File: src/rtl/edge_event_pulse_queue_if.sv
// Event conditioner port bundle: raw async inputs and per-channel controls in,
// conditioned pulses, pending counts and overflow flags out.
interface edge_event_pulse_queue_if #(
    parameter int WIDTH = 1,
    parameter int CNT_W = 4
);
    logic [WIDTH-1:0]       A;
    logic [2*WIDTH-1:0]     mode;
    logic [WIDTH-1:0]       clr;
    logic [WIDTH-1:0]       Y;
    logic [WIDTH*CNT_W-1:0] pend;
    logic [WIDTH-1:0]       ovf;

    modport master (output A, mode, clr, input Y, pend, ovf);
    modport slave  (input A, mode, clr, output Y, pend, ovf);
endinterface

File: src/rtl/edge_event_pulse_queue.sv
// Per-channel sync -> debounce -> edge detect -> saturating event queue -> spaced 1-cycle pulses.
// Latency A->Y is SYNC_STAGES+FILTER_LEN+2 edges; no backpressure, events beyond the queue depth set sticky ovf.
module edge_event_pulse_queue #(
    parameter int WIDTH       = 1,
    parameter int SYNC_STAGES = 2,
    parameter int FILTER_LEN  = 4,
    parameter int CNT_W       = 4,
    parameter int GAP         = 0,
    parameter bit DEFAULT_VAL = 1'b0
) (
    input logic                    clk,
    input logic                    rst,
    edge_event_pulse_queue_if.slave bus
);
    localparam int FW = (FILTER_LEN > 1) ? $clog2(FILTER_LEN) : 1;
    localparam int GW = (GAP > 0) ? $clog2(GAP + 1) : 1;
    localparam logic [CNT_W-1:0] PEND_MAX = {CNT_W{1'b1}};
    localparam logic [FW-1:0]    FLAST    = FW'(FILTER_LEN - 1);
    localparam logic [GW-1:0]    GLOAD    = GW'(GAP);

    typedef enum logic {S_IDLE, S_GAP} sched_t;

    for (genvar i = 0; i < WIDTH; i++) begin : g_ch
        logic [SYNC_STAGES-1:0] sync;
        logic                   s;
        logic                   stable;
        logic                   stable_d;
        logic [FW-1:0]          fcnt;
        logic                   evt;
        logic                   issue;
        logic [CNT_W-1:0]       pend;
        logic                   ovf;
        logic                   y;
        sched_t                 state;
        logic [GW-1:0]          gcnt;

        assign s = sync[SYNC_STAGES-1];

        always_ff @(posedge clk) begin
            if (rst) begin
                sync     <= {SYNC_STAGES{DEFAULT_VAL}};
                stable   <= DEFAULT_VAL;
                stable_d <= DEFAULT_VAL;
                fcnt     <= '0;
            end else begin
                sync     <= {sync[SYNC_STAGES-2:0], bus.A[i]};
                stable_d <= stable;
                // A new level must be seen FILTER_LEN cycles in a row before it is accepted.
                if (s == stable) begin
                    fcnt <= '0;
                end else if (fcnt == FLAST) begin
                    stable <= s;
                    fcnt   <= '0;
                end else begin
                    fcnt <= fcnt + FW'(1);
                end
            end
        end

        always_comb begin
            evt = 1'b0;
            case (bus.mode[2*i +: 2])
                2'b00:   evt = stable & ~stable_d;
                2'b01:   evt = ~stable & stable_d;
                2'b10:   evt = stable ^ stable_d;
                default: evt = 1'b0;
            endcase
        end

        assign issue = (state == S_IDLE) && (pend != '0) && !bus.clr[i];

        always_ff @(posedge clk) begin
            if (rst || bus.clr[i]) begin
                pend <= '0;
                ovf  <= 1'b0;
            end else if (evt && issue) begin
                pend <= pend;
            end else if (evt) begin
                if (pend != PEND_MAX) pend <= pend + CNT_W'(1);
                else                  ovf  <= 1'b1;
            end else if (issue) begin
                pend <= pend - CNT_W'(1);
            end
        end

        // gcnt counts down the forced idle cycles; IDLE is re-entered as it passes 1 so the pulse period is GAP+1.
        always_ff @(posedge clk) begin
            if (rst || bus.clr[i]) begin
                state <= S_IDLE;
                gcnt  <= '0;
                y     <= 1'b0;
            end else begin
                y <= 1'b0;
                case (state)
                    S_IDLE: begin
                        if (issue) begin
                            y <= 1'b1;
                            if (GAP > 0) begin
                                state <= S_GAP;
                                gcnt  <= GLOAD;
                            end
                        end
                    end
                    S_GAP: begin
                        if (gcnt <= GW'(1)) state <= S_IDLE;
                        else                gcnt  <= gcnt - GW'(1);
                    end
                    default: state <= S_IDLE;
                endcase
            end
        end

        assign bus.Y[i]                 = y;
        assign bus.pend[i*CNT_W +: CNT_W] = pend;
        assign bus.ovf[i]               = ovf;
    end
endmodule
File: src/flat_wrapper.sv
// flat-port wrapper written by rule: the top's interface ports become plain ports
module edge_event_pulse_queue_flat 
#(
    parameter int WIDTH       = 1,
    parameter int SYNC_STAGES = 2,
    parameter int FILTER_LEN  = 4,
    parameter int CNT_W       = 4,
    parameter int GAP         = 0,
    parameter bit DEFAULT_VAL = 1'b0
)
  (clk, rst, bus_A, bus_mode, bus_clr, bus_Y, bus_pend, bus_ovf);
  edge_event_pulse_queue_if #(.WIDTH(WIDTH), .CNT_W(CNT_W)) bus_i ();
  input logic clk;
  input logic rst;
  input wire logic [$bits(bus_i.A)-1:0] bus_A;
  input wire logic [$bits(bus_i.mode)-1:0] bus_mode;
  input wire logic [$bits(bus_i.clr)-1:0] bus_clr;
  output wire logic [$bits(bus_i.Y)-1:0] bus_Y;
  output wire logic [$bits(bus_i.pend)-1:0] bus_pend;
  output wire logic [$bits(bus_i.ovf)-1:0] bus_ovf;
  assign bus_i.A = bus_A;
  assign bus_i.mode = bus_mode;
  assign bus_i.clr = bus_clr;
  assign bus_Y = bus_i.Y;
  assign bus_pend = bus_i.pend;
  assign bus_ovf = bus_i.ovf;
  edge_event_pulse_queue #(.WIDTH(WIDTH), .SYNC_STAGES(SYNC_STAGES), .FILTER_LEN(FILTER_LEN), .CNT_W(CNT_W), .GAP(GAP), .DEFAULT_VAL(DEFAULT_VAL)) u_core (.clk(clk), .rst(rst), .bus(bus_i));
endmodule
File: config.mk
export PLATFORM = sky130hd
export DESIGN_NAME = edge_event_pulse_queue_flat
export DESIGN_NICKNAME = d
export VERILOG_FILES = /design/src/rtl/edge_event_pulse_queue_if.sv /design/src/rtl/edge_event_pulse_queue.sv /design/src/flat_wrapper.sv
export SDC_FILE = /design/constraint.sdc
export NUM_CORES = 1
export LEC_CHECK = 0
export ABC_CLOCK_PERIOD_IN_PS = 2270
export CAP_MARGIN = 20
export CORE_MARGIN = 4
export CORE_UTILIZATION = 43
export DETAILED_ROUTE_END_ITERATION = 12
export PLACE_DENSITY = 0.71
export SLEW_MARGIN = 20
export SYNTH_ARGS = -nofsm -noshare
export SYNTH_HDL_FRONTEND = slang
export SYNTH_SLANG_ARGS = --single-unit
File: constraint.sdc
create_clock -name clk -period 2.27 [get_ports clk]
set_input_delay 0.3405 -clock clk [delete_from_list [all_inputs] [get_ports clk]]
set_output_delay 0.3405 -clock clk [all_outputs]
set_load 0.005 [all_outputs]
==> impl_metrics.py, run 1 <==
metrics = {
    "route": {
        "avgRoutedWirePerCell_um": 12.3,
        "drc": 0,
        "drt_iter0_markers": 11,
        "firstDrtPassIters": 4,
        "ant_nets": 0,
        "wl_mm": 1.17,
        "vias": 474,
        "vias_per_cell": 4.99,
    },
    "logic_synthesis": {
        "syn_area_per_cell_um2": 9.93,
        "synth_cells": 60,
        "synth-seq-area-share_pct": 40.3,
        "yosys_register_bits": 12,
        "synth_nets": 72,
        "synthesis.area_um2": 596,
        "ys_types": 25,
        "yosysWarnings": 0,
    },
    "power": {
        "p_per_area_nw_per_um2": 579,
        "pwr-share-seq_pct": 46.0,
        "leakage_nw": 0.322,
        "p_int_w": 0.000372,
        "power.switching_w": 0.000122,
        "clkPwrFrac_pct": 34.3,
        "peakVddDrop_uv": 313,
        "p_total_w": 0.000494,
        "p_sw_share_pct": 24.8,
        "pwr-share-comb_pct": 19.7,
    },
    "placement": {
        "placed_area_um2": 751,
        "placed_cells": 89,
        "hpwl_um": 762,
        "pre_cts_slack_ns": -0.0959,
        "io_buffers": 11,
        "place_congestion": 0.823,
    },
    "finish": {
        "layout-drive-gt1-share_pct": 28.7,
        "layout_commonest_cell": "nor2_1",
        "fin_area_um2": 853,
        "final_cells": 95,
        "nets": 93,
        "final_cell_mix": "nor2_1, clkdlybuf4s50_1, dfxtp_1",
        "num_antenna_cells": 0,
        "area_growth_pct": 43.3,
    },
    "outcome": {
        "status": "finished, final reports clean",
    },
    "worst_hold_path": {
        "hold_depth": 1,
        "hold_path_class": "flip-flop to flip-flop",
    },
    "clock_tree": {
        "htreeDepth": 1,
        "clockBufferDepth": 2,
        "clockRootBuffer": "clkbuf_4",
        "clk_pin_slew_worst_paths_ns": 0.08,
        "worstSkewPairLatency_ns": 0.27,
        "clock-sinks": 12,
        "cts_tree": "yes",
        "cts_buffers": 3,
    },
    "sta": {
        "drv_slew": 0,
        "skew_ns": 0.00626,
        "min_period_ns": 2.24,
        "setup_viol": 0,
        "setup_slack_ns": 0.0296,
        "tightest_slew_ns": 0.399,
        "fin_crit_sh_pct": 98.7,
        "max_freq_mhz": 446,
        "tns_ns": 0,
        "max_slew_margin_pct": 73.2,
        "hold_viol": 0,
    },
    "critical_path": {
        "cp_slowest_cell": "o31a_2",
        "r2r-start": "u_core.g_ch[0].stable_d",
        "crit_path_end_kind": "flip-flop",
        "crit_start": "u_core.g_ch[0].stable_d",
        "critPathCapture": "u_core.bus.pend[3]",
        "cp_top_family": "compound AO/OA/AOI/OAI gates",
        "r2r_cells": 10,
        "crit_cells": 10,
        "cp.buffers_inverters": 2,
        "r2r-end": "u_core.bus.pend[3]",
        "cp_max_fo": 5,
        "crit_arrival_ns": 2.40,
        "startpoint_type": "flip-flop",
        "critPathKind": "flip-flop to flip-flop",
        "cp_slowest_stage_delay_ns": 0.37,
        "r2r_slack_ns": 0.03,
        "crit_chain": "inv_1 -> ha_1 -> and2_1 -> o31a_2 -> buf_6 -> ha_4 -> a21oi_4 -> and3_4 -> o21ai_0 -> nor3b_2",
        "crit_required_ns": 2.43,
    },
    "floorplan": {
        "chipHeight_um": 45.2,
        "die_x_um": 45.2,
        "die_area_um2": 2040,
        "ios": 12,
        "start_util_pct": 45.8,
        "coreArea_um2": 1300,
        "rows": 13,
    },
    "global_routing": {
        "grt_pass1_vias": 388,
        "track_usage_pct": 11.7,
        "overflow": 0,
        "antenna_found_initial": 0,
        "grt_max_degree": 8,
        "grt_pass1_wl_mm": 1.64,
    },
    "job": {
        "cap_violations": 0,
    },
}
## per-stage QoR
step,hold WS [ns],util (%)
2_1_floorplan,0.397,-
3_3_place_gp,0.407,57.7
3_5_place_dp,0.415,57.7
4_1_cts,0.426,60.5
5_1_grt,0.446,65.6
6_report,0.423,65.6
## sequential cells by signal, indices dropped and copies added (netlist names)
name and count:
u_core.bus.ovf 1, u_core.bus.pend 4, u_core.g_ch.fcnt 2, u_core.g_ch.stable_d 1, u_core.g_ch.stable 1, u_core.g_ch.sync 2
u_core.bus.Y 1
## worst register-to-register path: cells and delay by family (launching register included)
kind	cells	cell delay [ns]
compound gates	3	0.60
simple gates	3	0.51
fa+ha+maj	2	0.50
flops	1	0.33
buf+inv	2	0.19
## power groups by stage
stage	registers (W)	clock network, W	logic, W
2_1_floorplan	0.000230	0	0.0000509
3_3_place_gp	0.000231	0	0.0000810
3_5_place_dp	0.000231	0	0.0000822
4_1_cts	0.000226	0.000174	0.0000826
5_1_grt	0.000229	0.000190	0.000107
6_report	0.000227	0.000170	0.0000974
## routing by layer
| layer | GRT usage [%] | up-vias | routed length, um |
|---|---|---|---|
| met3 | 5.98 | 2 | 53 |
| met2 | 15.8 | 8 | 555 |
| li1 | - | 243 | - |
| met5 | 0 | - | 0 |
| met4 | 7.02 | 0 | 11 |
| met1 | 14.6 | 221 | 551 |
## logic make-up (layout without fill, tap and decap cells)
kind of cell             after synthesis  after routing  share of synthesized area [%]
AND/OR/NAND/NOR                       26             26                           24.0
flip-flops                            12             12                           40.3
adder cells (fa/ha/maj)                6              6                           13.9
AO/OA/AOI/OAI                          5              5                           6.09
multiplexers                           4              4                           8.82
buffers and inverters                  4             24                           2.52
XOR/XNOR                               3              3                           4.41
## worst min-delay path by stage
stage                           startpoint                     end  slack (ns)
finish              u_core.g_ch[0].fcnt[0]  u_core.g_ch[0].fcnt[0]        0.42
global route        u_core.g_ch[0].fcnt[0]  u_core.g_ch[0].fcnt[0]        0.45
CTS                 u_core.g_ch[0].fcnt[0]  u_core.g_ch[0].fcnt[0]        0.43
detailed placement  u_core.g_ch[0].fcnt[0]  u_core.g_ch[0].fcnt[0]        0.42
global placement    u_core.g_ch[0].fcnt[0]  u_core.g_ch[0].fcnt[0]        0.41
floorplan           u_core.g_ch[0].fcnt[0]  u_core.g_ch[0].fcnt[0]        0.40
## timing repair
| item | in CTS | in global routing |
|---|---|---|
| gates resized for setup | 0 | 8 |
| setup buffers | 0 | 2 |
| hold buffers | 0 | 0 |
| setup endpoints to repair | 0 | 1 |
## area by class of cell
cell class / instances / area [um2]
Multi-Input combinational cell: 44 / 387
Inverter: 3 / 11.3
Clock buffer: 4 / 36.3
Tap cell: 15 / 18.8
Sequential cell: 12 / 241
Timing Repair Buffer: 17 / 159
Fill cell: 109 / 448
## Yosys cell counts, drive strengths merged
cell type / instances / area [um2]
or2: 2 / 12.5
inv: 3 / 11.3
and3: 1 / 6.26
fa: 1 / 20.0
nor2: 12 / 45.0
nor3: 3 / 15.0
o21ai: 2 / 13.8
clkbuf: 1 / 3.75
ha: 5 / 62.6
nand4: 1 / 6.26
nand3b: 1 / 7.51
xnor2: 2 / 17.5
nor2b: 2 / 12.5
or3: 1 / 6.26
a21o: 1 / 7.51
mux2i: 4 / 52.6
and2: 1 / 6.26
nor4: 1 / 12.5
xor2: 1 / 8.76
a21oi: 1 / 5.00
o31a: 1 / 10.0
dfxtp: 12 / 240
nor3b: 1 / 12.5
Power figures use the tool's default switching activity.
==> run 2: changes to the inputs <==
Settings changed: CTS_CLUSTER_SIZE from default to 28.
==> results of run 2 <==
Final layout, timing and power as in run 1 (identical DEF).
